==> src/rtl/lottery_input_conditioner_pkg.sv <==
// Shared constants and types for the lottery input-conditioning stage.
package lottery_pkg;

  // Bit positions within key_n
  localparam int KEY_INSERT = 0;
  localparam int KEY_FINISH = 1;
  localparam int NUM_KEYS   = 2;

  // Largest digit the downstream FSM accepts
  localparam logic [3:0] MAX_DIGIT = 4'd9;

  // Debounce channel states
  typedef enum logic [1:0] {
    IDLE,
    PRESS_WAIT,
    HELD,
    RELEASE_WAIT
  } deb_state_e;

endpackage

==> src/rtl/lottery_input_conditioner_key_debounce.sv <==
// One push-button channel: 2-FF synchronizer, inversion to active-high,
// and a press/release debounce FSM that flags an accepted press.
module key_debounce
  import lottery_pkg::*;
#(
  parameter int DEBOUNCE_CYCLES = 500000
) (
  input  logic clk,
  input  logic reset,
  input  logic key_n_i,
  output logic press_strobe_o
);

  localparam int CW = $clog2(DEBOUNCE_CYCLES + 1);
  localparam logic [CW-1:0] CNT_LAST = CW'(DEBOUNCE_CYCLES - 1);

  logic          sync1_q;
  logic          sync2_q;
  logic          pressed;
  deb_state_e    state_q;
  logic [CW-1:0] cnt_q;

  // Two-stage synchronizer; reset to the released level so a held key looks released
  always_ff @(posedge clk) begin
    if (reset) begin
      sync1_q <= 1'b1;
      sync2_q <= 1'b1;
    end else begin
      sync1_q <= key_n_i;
      sync2_q <= sync1_q;
    end
  end

  assign pressed = ~sync2_q;

  // The strobe is the decoded PRESS_WAIT->HELD transition. It is built only
  // from flops, so it is glitch-free, and the top registers it at the same
  // edge the FSM enters HELD, which keeps press latency at DEBOUNCE_CYCLES+1.
  assign press_strobe_o = (state_q == PRESS_WAIT) && pressed && (cnt_q == CNT_LAST);

  // Debounce FSM; reset lands in RELEASE_WAIT so a full release must be seen first
  always_ff @(posedge clk) begin
    if (reset) begin
      state_q <= RELEASE_WAIT;
      cnt_q   <= '0;
    end else begin
      case (state_q)
        IDLE: begin
          if (pressed) begin
            state_q <= PRESS_WAIT;
            cnt_q   <= CW'(1);
          end
        end
        PRESS_WAIT: begin
          if (!pressed) begin
            state_q <= IDLE;
            cnt_q   <= '0;
          end else if (cnt_q == CNT_LAST) begin
            state_q <= HELD;
          end else begin
            cnt_q <= cnt_q + CW'(1);
          end
        end
        HELD: begin
          if (!pressed) begin
            state_q <= RELEASE_WAIT;
            cnt_q   <= CW'(1);
          end
        end
        RELEASE_WAIT: begin
          if (pressed) begin
            state_q <= HELD;
          end else if (cnt_q == CNT_LAST) begin
            state_q <= IDLE;
          end else begin
            cnt_q <= cnt_q + CW'(1);
          end
        end
        default: begin
          state_q <= RELEASE_WAIT;
          cnt_q   <= '0;
        end
      endcase
    end
  end

endmodule

==> src/rtl/lottery_input_conditioner.sv <==
// Input conditioner for the lottery FSM: debounced insert/finish pulses,
// synchronized and range-checked digit, finish deferred when it collides
// with insert.
module lottery_input_conditioner
  import lottery_pkg::*;
#(
  parameter int DEBOUNCE_CYCLES = 500000
) (
  input  logic       clk,
  input  logic       reset,
  input  logic [1:0] key_n,
  input  logic [3:0] sw,
  output logic [3:0] num,
  output logic       insert,
  output logic       finish,
  output logic       digit_err
);

  logic [3:0]          sw_sync1_q;
  logic [3:0]          sw_sync2_q;
  logic [NUM_KEYS-1:0] strobe;
  logic [3:0]          num_q;
  logic                insert_q;
  logic                finish_q;
  logic                digit_err_q;
  logic                finish_pending_q;

  // One debounce channel per push-button
  generate
    for (genvar gi = 0; gi < NUM_KEYS; gi++) begin : g_key
      key_debounce #(
        .DEBOUNCE_CYCLES(DEBOUNCE_CYCLES)
      ) u_key_debounce (
        .clk           (clk),
        .reset         (reset),
        .key_n_i       (key_n[gi]),
        .press_strobe_o(strobe[gi])
      );
    end
  endgenerate

  // Two-stage synchronizer for the digit switches
  always_ff @(posedge clk) begin
    if (reset) begin
      sw_sync1_q <= '0;
      sw_sync2_q <= '0;
    end else begin
      sw_sync1_q <= sw;
      sw_sync2_q <= sw_sync1_q;
    end
  end

  // Pulse generation: range check on insert, finish deferred one cycle on collision
  always_ff @(posedge clk) begin
    if (reset) begin
      num_q            <= '0;
      insert_q         <= 1'b0;
      finish_q         <= 1'b0;
      digit_err_q      <= 1'b0;
      finish_pending_q <= 1'b0;
    end else begin
      insert_q         <= 1'b0;
      finish_q         <= 1'b0;
      digit_err_q      <= 1'b0;
      finish_pending_q <= 1'b0;
      if (finish_pending_q) begin
        finish_q <= 1'b1;
      end
      if (strobe[KEY_INSERT]) begin
        if (sw_sync2_q <= MAX_DIGIT) begin
          insert_q <= 1'b1;
          num_q    <= sw_sync2_q;
        end else begin
          digit_err_q <= 1'b1;
        end
      end
      if (strobe[KEY_FINISH]) begin
        if (strobe[KEY_INSERT]) begin
          finish_pending_q <= 1'b1;
        end else begin
          finish_q <= 1'b1;
        end
      end
    end
  end

  assign num       = num_q;
  assign insert    = insert_q;
  assign finish    = finish_q;
  assign digit_err = digit_err_q;

endmodule

==> config.mk <==
export PLATFORM = sky130hd
export DESIGN_NAME = lottery_input_conditioner
export DESIGN_NICKNAME = d
export VERILOG_FILES = /design/src/rtl/lottery_input_conditioner_pkg.sv /design/src/rtl/lottery_input_conditioner_key_debounce.sv /design/src/rtl/lottery_input_conditioner.sv
export SDC_FILE = /design/constraint.sdc
export NUM_CORES = 1
export LEC_CHECK = 0
export CORE_ASPECT_RATIO = 1.75
export CORE_MARGIN = 3
export CORE_UTILIZATION = 50
export CTS_BUF_LIST = sky130_fd_sc_hd__clkbuf_2 sky130_fd_sc_hd__clkbuf_4 sky130_fd_sc_hd__clkbuf_8
export DETAILED_ROUTE_END_ITERATION = 16
export GPL_TIMING_DRIVEN = 0
export PLACE_DENSITY = 0.7
export SLEW_MARGIN = 0
export SYNTH_ARGS = -nofsm -noshare
export SYNTH_HDL_FRONTEND = slang
export SYNTH_SLANG_ARGS = --single-unit
==> constraint.sdc <==
create_clock -name clk -period 1.9 [get_ports clk]
set_input_delay 0.38 -clock clk [delete_from_list [all_inputs] [get_ports clk]]
set_output_delay 0.38 -clock clk [all_outputs]
set_load 0.01 [all_outputs]
=== Word level (Yosys, flattened, before mapping) ===
Index checks and enable logic that the tools add are counted.

* Flip-flop bits (word level): 62
* Logic and storage cells: 85
* ROM bits: 0
* Input bits: 8
* Latch bits: 0
* Output and inout bits: 7
* Memories: 0
* RAM bits: 0

* Reduce and logical (&&, ||, !) cells: 13
* $mul: 0
* Mux-type cells: 32
* Shift operators: 0
* Add/subtract/negate cells: 2
* Magnitude comparators: 1
* Equality and inequality tests: 18
* Div/mod/pow operators: 0
* Bitwise gates (word level): 4

{| class="wikitable"
|+ Operators with widths
! operator !! number
|-
| 19-bit two-way mux || 10
|-
| 19-bit case mux with 4 select lines || 2
|-
| 19-bit by 1-bit adder with 19-bit output (second input constant) || 2
|-
| 19-bit equality test (second input constant) || 2
|-
| 2-bit two-way mux || 12
|-
| 2-bit case mux with 4 select lines || 2
|-
| 2-bit equality test (second input constant) || 4
|-
| 2-bit by 1-bit inequality test with 1-bit output (second input constant) || 4
|-
| 4-bit AND reduction || 2
|-
| 1-bit two-way mux || 6
|-
| 3-bit by 2-bit inequality test with 1-bit output (second input constant) || 2
|-
| 3-bit inequality test (second input constant) || 2
|-
| 3-bit AND reduction || 2
|-
| 2-bit by 1-bit equality test with 1-bit output (second input constant) || 2
|-
| 4-bit <= comparator (second input constant) || 1
|-
| 1-bit logical AND || 4
|-
| 2-bit logical NOT || 2
|-
| 2-bit inequality test (second input constant) || 2
|-
| 1-bit NOT || 4
|-
| 2-bit OR reduction || 2
|-
| 2-bit AND reduction || 1
|}

=== Logic depth before layout (Yosys ltp) ===
* Word-level depth: 5
* Gate-level depth with buffers: 6
* Mapped depth without buffers: 5

=== By module ===
A second synthesis with hierarchy kept.

* Cells, all modules: 356
* Area, all modules: 3022.9 um^2

{| class="wikitable"
|+ By module, submodules not included
! module !! cells each !! sequential area each (um^2) !! area an instance (um^2) !! instances
|-
| key_debounce || 156 || 460.4 || 1263.7 || 2
|-
| lottery_input_conditioner || 44 || 320.3 || 495.5 || 1
|}

=== Worst setup path after synthesis ===
Ideal clock, no wire load.

* Path type: reg-to-reg
* Start: register g_key[0].u_key_debounce.cnt_q[5]
* End: register finish_q, in the netlist finish
* Buffers on the path: 2
* Period minus slack after synthesis: 1843 ps
* Library setup time: 117 ps
* Arrival: 1726 ps
* Setup slack: 57 ps
* Cell stages (with the launch flop): 7
* Required time: 1783 ps
* Cells stage by stage: dfxtp_1 > buf_6 > or4b_4 > nor4_4 > buf_6 > a21oi_2 > a32o_1

* Cells in the longest elaborated chain, start to end: 4

{| class="wikitable"
|+ Ends and longest elaborated chain
! what !! line !! source
|-
| start: declaration || lottery_input_conditioner_key_debounce.sv:21 || <nowiki>logic [CW-1:0] cnt_q;</nowiki>
|-
| start signal: assignment || lottery_input_conditioner_key_debounce.sv:61 || <nowiki>cnt_q <= cnt_q + CW'(1);</nowiki>
|-
| start signal: assignment || lottery_input_conditioner_key_debounce.sv:76 || <nowiki>cnt_q <= cnt_q + CW'(1);</nowiki>
|-
| 19-bit equality test || lottery_input_conditioner_key_debounce.sv:39 || <nowiki>assign press_strobe_o = (state_q == PRESS_WAIT) && pressed && (cnt_q == CNT_LAST);</nowiki>
|-
| 1-bit logical AND || lottery_input_conditioner_key_debounce.sv:39 ||
|-
| 1-bit two-way mux || lottery_input_conditioner.sv:78 || <nowiki>if (strobe[KEY_INSERT]) begin</nowiki>
|-
| 1-bit two-way mux || lottery_input_conditioner.sv:77 || <nowiki>if (strobe[KEY_FINISH]) begin</nowiki>
|-
| end signal: assignment || lottery_input_conditioner.sv:63 || <nowiki>finish_q <= 1'b0;</nowiki>
|-
| end signal: assignment || lottery_input_conditioner.sv:67 || <nowiki>finish_q <= 1'b1;</nowiki>
|-
| end signal: assignment || lottery_input_conditioner.sv:81 || <nowiki>finish_q <= 1'b1;</nowiki>
|-
| end: declaration || lottery_input_conditioner.sv:24 || <nowiki>logic finish_q;</nowiki>
|}

Every way passes these cells.
A chain may end at the register's enable or synchronous reset.

=== Final worst setup path ===
* Start: register g_key[0].u_key_debounce.cnt_q[9]
* End: register g_key[0].u_key_debounce.cnt_q[9]

* Cells in the longest elaborated chain, start to end: 4
* Elaborated cells between the ends (all ways): 6
* Classes of those cells: 1 x add/sub; 1 x eq/ne; 4 x mux

{| class="wikitable"
|+ Ends and longest elaborated chain
! what !! line !! source
|-
| 19-bit by 1-bit adder with 19-bit output / 19-bit equality test (equally long branches) || -- ||
|-
| 19-bit two-way mux * || lottery_input_conditioner_key_debounce.sv:58, lottery_input_conditioner_key_debounce.sv:73 ||
|-
| 19-bit two-way mux, on equally long branches || lottery_input_conditioner_key_debounce.sv:71, lottery_input_conditioner_key_debounce.sv:55 ||
|-
| 19-bit case mux with 4 select lines * || lottery_input_conditioner_key_debounce.sv:47 || <nowiki>case (state_q)</nowiki>
|}

Every way passes the cells marked *; elsewhere a longest branch is shown, timed or not. The select of a mux whose other input is x is not followed.

==> impl_metrics.py <==
metrics = {
    "timing": {
        "hold_ws_ns": 0.4163,
        "setup_viol": 0,
        "hold_viol_final": 0,
        "period_share": 0.9941,
        "fin_skew_ns": 0.006172,
        "worst_slew_pin_slew_ns": 0.7098,
        "setup_slack_ns": 0.01113,
        "maxSlewHeadroom": 0.5232,
        "fmax_mhz": 529.4,
        "rsz0062_at_grt": "true",
        "period_needed_ns": 1.889,
        "maxSlewViolCount": 0,
    },
    "worst_setup_path": {
        "worstSetupStartpointType": "register",
        "crit_buf_inv": 2,
        "crit_path_end_kind": "register",
        "cp_slowest_cell": "or4b_4",
        "crit_chain": "or4b_4 > nor4_4 > buf_4 > buf_6 > a21oi_2 > a221oi_2",
        "cpPeakStageDelay_ns": 0.55,
        "criticalPathCategory": "reg2reg",
        "worstPathMaxFanout": 5,
        "cp.arrival_ns": 2.14,
        "required_ns": 2.15,
        "cpLargestDelayFamily": "simple AND/OR/NAND/NOR gates",
    },
    "synthesis": {
        "ys_top_cells_by_count": "dfxtp_1 (62), nand2_1 (38), a21oi_1 (23), nand3_1 (23)",
        "ys_ff_latch": 62,
        "netlist-cell-type-count": 70,
        "synth_edf_count": 0,
        "netlist.top_cell.by_area": "dfxtp_1",
        "synth_xor_area_frac": 0.01553,
        "synthAdderAreaFrac": 0.007396,
        "ys.flop_type": "dfxtp_1",
        "muxShareOfSynthArea": 0.01775,
        "syn_inst": 394,
        "synthArstFlopShare": 0,
        "avgSynthCellArea_um2": 8.587,
        "yosys_warnings": 0,
        "ys_seq_area_frac": 0.3669,
        "synthSimpleGateAreaFrac": 0.3469,
        "synth_top_family_by_area": "simple AND/OR/NAND/NOR gates",
        "synth_top_area_frac": 0.3669,
        "synth_compound_area_frac": 0.2012,
        "synth_nets": 404,
        "synth.most_common_cell": "dfxtp_1",
        "netlist_area_um2": 3383,
        "synthTopCellsByArea": "dfxtp_1 (37%), nand2_1 (4.2%), a21oi_1 (3.4%)",
    },
    "drt": {
        "avgRoutedWirePerCell_um": 18.47,
        "ant_nets": 0,
        "routed_wl_um": 9422,
        "drc": 0,
        "vias": 3333,
        "firstDrtPassIters": 5,
        "vias_per_cell": 6.535,
        "drtIter0Drc": 253,
    },
    "clock_tree": {
        "cts.clk_slew.worst_paths_ns": 0.07,
        "clk_latency_ns": 0.34,
        "clockBufferDepth": 2,
        "cts_hold_buf": 0,
        "numCtsBuffers": 9,
        "cts_sinks": 62,
        "cts-root-buf": "clkbuf_8",
        "cts_tree": "built",
        "htreeDepth": 3,
    },
    "pwr": {
        "seqPwrFrac": 0.526,
        "total_power_uw": 2573,
        "combPwrFrac": 0.070,
        "power_density_nw_per_um2": 648.1,
        "power_switching_uw": 645.7,
        "p_leak_uw": 0.001414,
        "clockPowerShare": 0.404,
        "peakVddDrop_v": 0.0007327,
        "cellInternalPower_uw": 1927,
        "swShare": 0.2510,
    },
    "global_routing": {
        "globalRouteTotalUtil": 0.2599,
        "grt_pass1_wl_um": 15490,
        "gr-total-overflow": 0,
        "grt_max_degree": 11,
        "grt_antenna_before_repair": 0,
        "grt_pass1_vias": 3361,
    },
    "die": {
        "die_w_um": 68.18,
        "start_util": 0.5174,
        "dieHeight_um": 114.8,
        "core-area_um2": 6539,
        "io_pins": 15,
        "die_area_um2": 7828,
        "fp-row-count": 39,
    },
    "finish": {
        "n_fill_cell": 588,
        "drive_above_1_share": 0.2079,
        "nets": 433,
        "fin_cells": 510,
        "area_delta_synth_final_pct": 17.34,
        "diodes": 0,
        "multi_input_area_um2": 2088,
        "utilization": 0.6072,
        "seq_area_um2": 1265,
    },
    "run_status": {
        "status": "completed",
    },
    "placement": {
        "hpwl_um": 6557,
        "place_congestion": 0.9010,
        "dp_slack_ns": -0.3894,
        "dp.cells": 490,
        "io_buffers": 14,
    },
    "min_path": {
        "hp-class": "reg2reg",
    },
    "job": {
        "drv_cap": 0,
    },
}
==> routing by layer <==
metal / up-vias / share of wire / global-route usage
li1: 1570 / - / -
met1: 1598 / 0.37 / 0.2725
met2: 124 / 0.53 / 0.4439
met3: 41 / 0.049 / 0.06647
met4: 0 / 0.048 / 0.1660
met5: - / 0 / 0
==> cell usage in the layout (no fill, tap or decap), types with 4 or more instances in the layout <==
cell type        instances
a211oi_1                 6
nor4_1                   7
dfxtp_2                 13
dfxtp_1                 47
and4_1                   5
nand3_2                  4
nor2_1                  11
a31oi_1                  7
or2_2                    4
a21oi_1                 23
inv_1                    9
and3_1                  11
nor3_1                  13
nand3_1                 20
o211ai_1                 4
clkdlybuf4s50_1         14
and2_1                   6
buf_2                    7
nand2b_1                 6
nor2b_1                 14
mux2i_1                  6
clkbuf_8                10
o21ai_0                 11
o31ai_1                 10
or4_1                    7
buf_4                    9
nor4b_1                  4
nand4_1                 14
clkbuf_1                 4
nand2_1                 36
==> repair_timing <==
action | CTS | global route
resized for setup | 21 | 25
setup endpoints to repair | 28 | 32
setup buffers | 4 | 3
cloned | 1 | 1
pin swaps | 5 | 6
==> cell type report <==
| class | count | area share |
|---|---|---|
| multi-input combinational | 301 | 0.5260 |
| clock inverter | 4 | 0.005673 |
| buffer | 16 | 0.02427 |
| timing repair buffer | 23 | 0.05169 |
| clock buffer | 12 | 0.03845 |
| sequential | 62 | 0.3186 |
| tap | 82 | 0.02584 |
| inverter | 10 | 0.009455 |
==> kinds of logic after synthesis <==
logic type | Yosys count
muxes | 6
xor gates and xnor gates | 6
and+or+nand+nor | 192
buffers and inverters | 31
DFF | 62
adders and majority gates | 2
AOI/OAI and AO/OA | 95
==> power by group through the flow <==
stage / clock network [uW] / registers [uW] / logic [uW]
floorplan: 0 / 1370 / 114
global placement: 0 / 1380 / 164
detailed placement: 0 / 1380 / 167
CTS: 1060 / 1350 / 172
global route: 1110 / 1360 / 201
finish: 1040 / 1350 / 180
==> worst register-to-register path: cells and delay by family (launching register included) <==
family                 cells  cell delay [ns]
DFF                        1             0.35
AOI/OAI and AO/OA          2             0.31
buffers and inverters      2             0.32
and+or+nand+nor            2             0.82
==> final timing paths <==
kind                                                      start                                       endpoint  slack, ns  depth (start not counted)
setup / recovery  g_key[0].u_key_debounce.cnt_q[9]$_SDFFE_PP0P_  g_key[0].u_key_debounce.cnt_q[9]$_SDFFE_PP0P_       0.01                          6
hold / removal       g_key[0].u_key_debounce.sync1_q$_SDFF_PP1_     g_key[0].u_key_debounce.sync2_q$_SDFF_PP1_       0.42                          1
setup reg to reg  g_key[0].u_key_debounce.cnt_q[9]$_SDFFE_PP0P_  g_key[0].u_key_debounce.cnt_q[9]$_SDFFE_PP0P_       0.01                          6
hold reg to reg      g_key[0].u_key_debounce.sync1_q$_SDFF_PP1_     g_key[0].u_key_debounce.sync2_q$_SDFF_PP1_       0.42                          1
==> state kept, by name, summed over array words and instances, names as in the netlist, named ones only <==
signal / cells
g_key.u_key_debounce.sync1_q: 2
sw_sync2_q: 4
sw_sync1_q: 4
g_key.u_key_debounce.sync2_q: 2
num: 4
g_key.u_key_debounce.cnt_q: 38
finish_pending_q: 1
finish: 1
insert: 1
digit_err: 1
g_key.u_key_debounce.state_q: 2
==> metrics by stage <==
| step | instance area, um2 | setup TNS, ns |
|---|---|---|
| 2_1_floorplan | 3383 | 0 |
| 3_3_place_gp | 3626 | -4.313 |
| 5_1_grt | 3970 | -0.09158 |
| 6_report | 3970 | 0 |
| 4_1_cts | 3881 | -0.004462 |
| 3_5_place_dp | 3626 | -4.926 |
No activity file was read; power rests on OpenSTA's default activity.
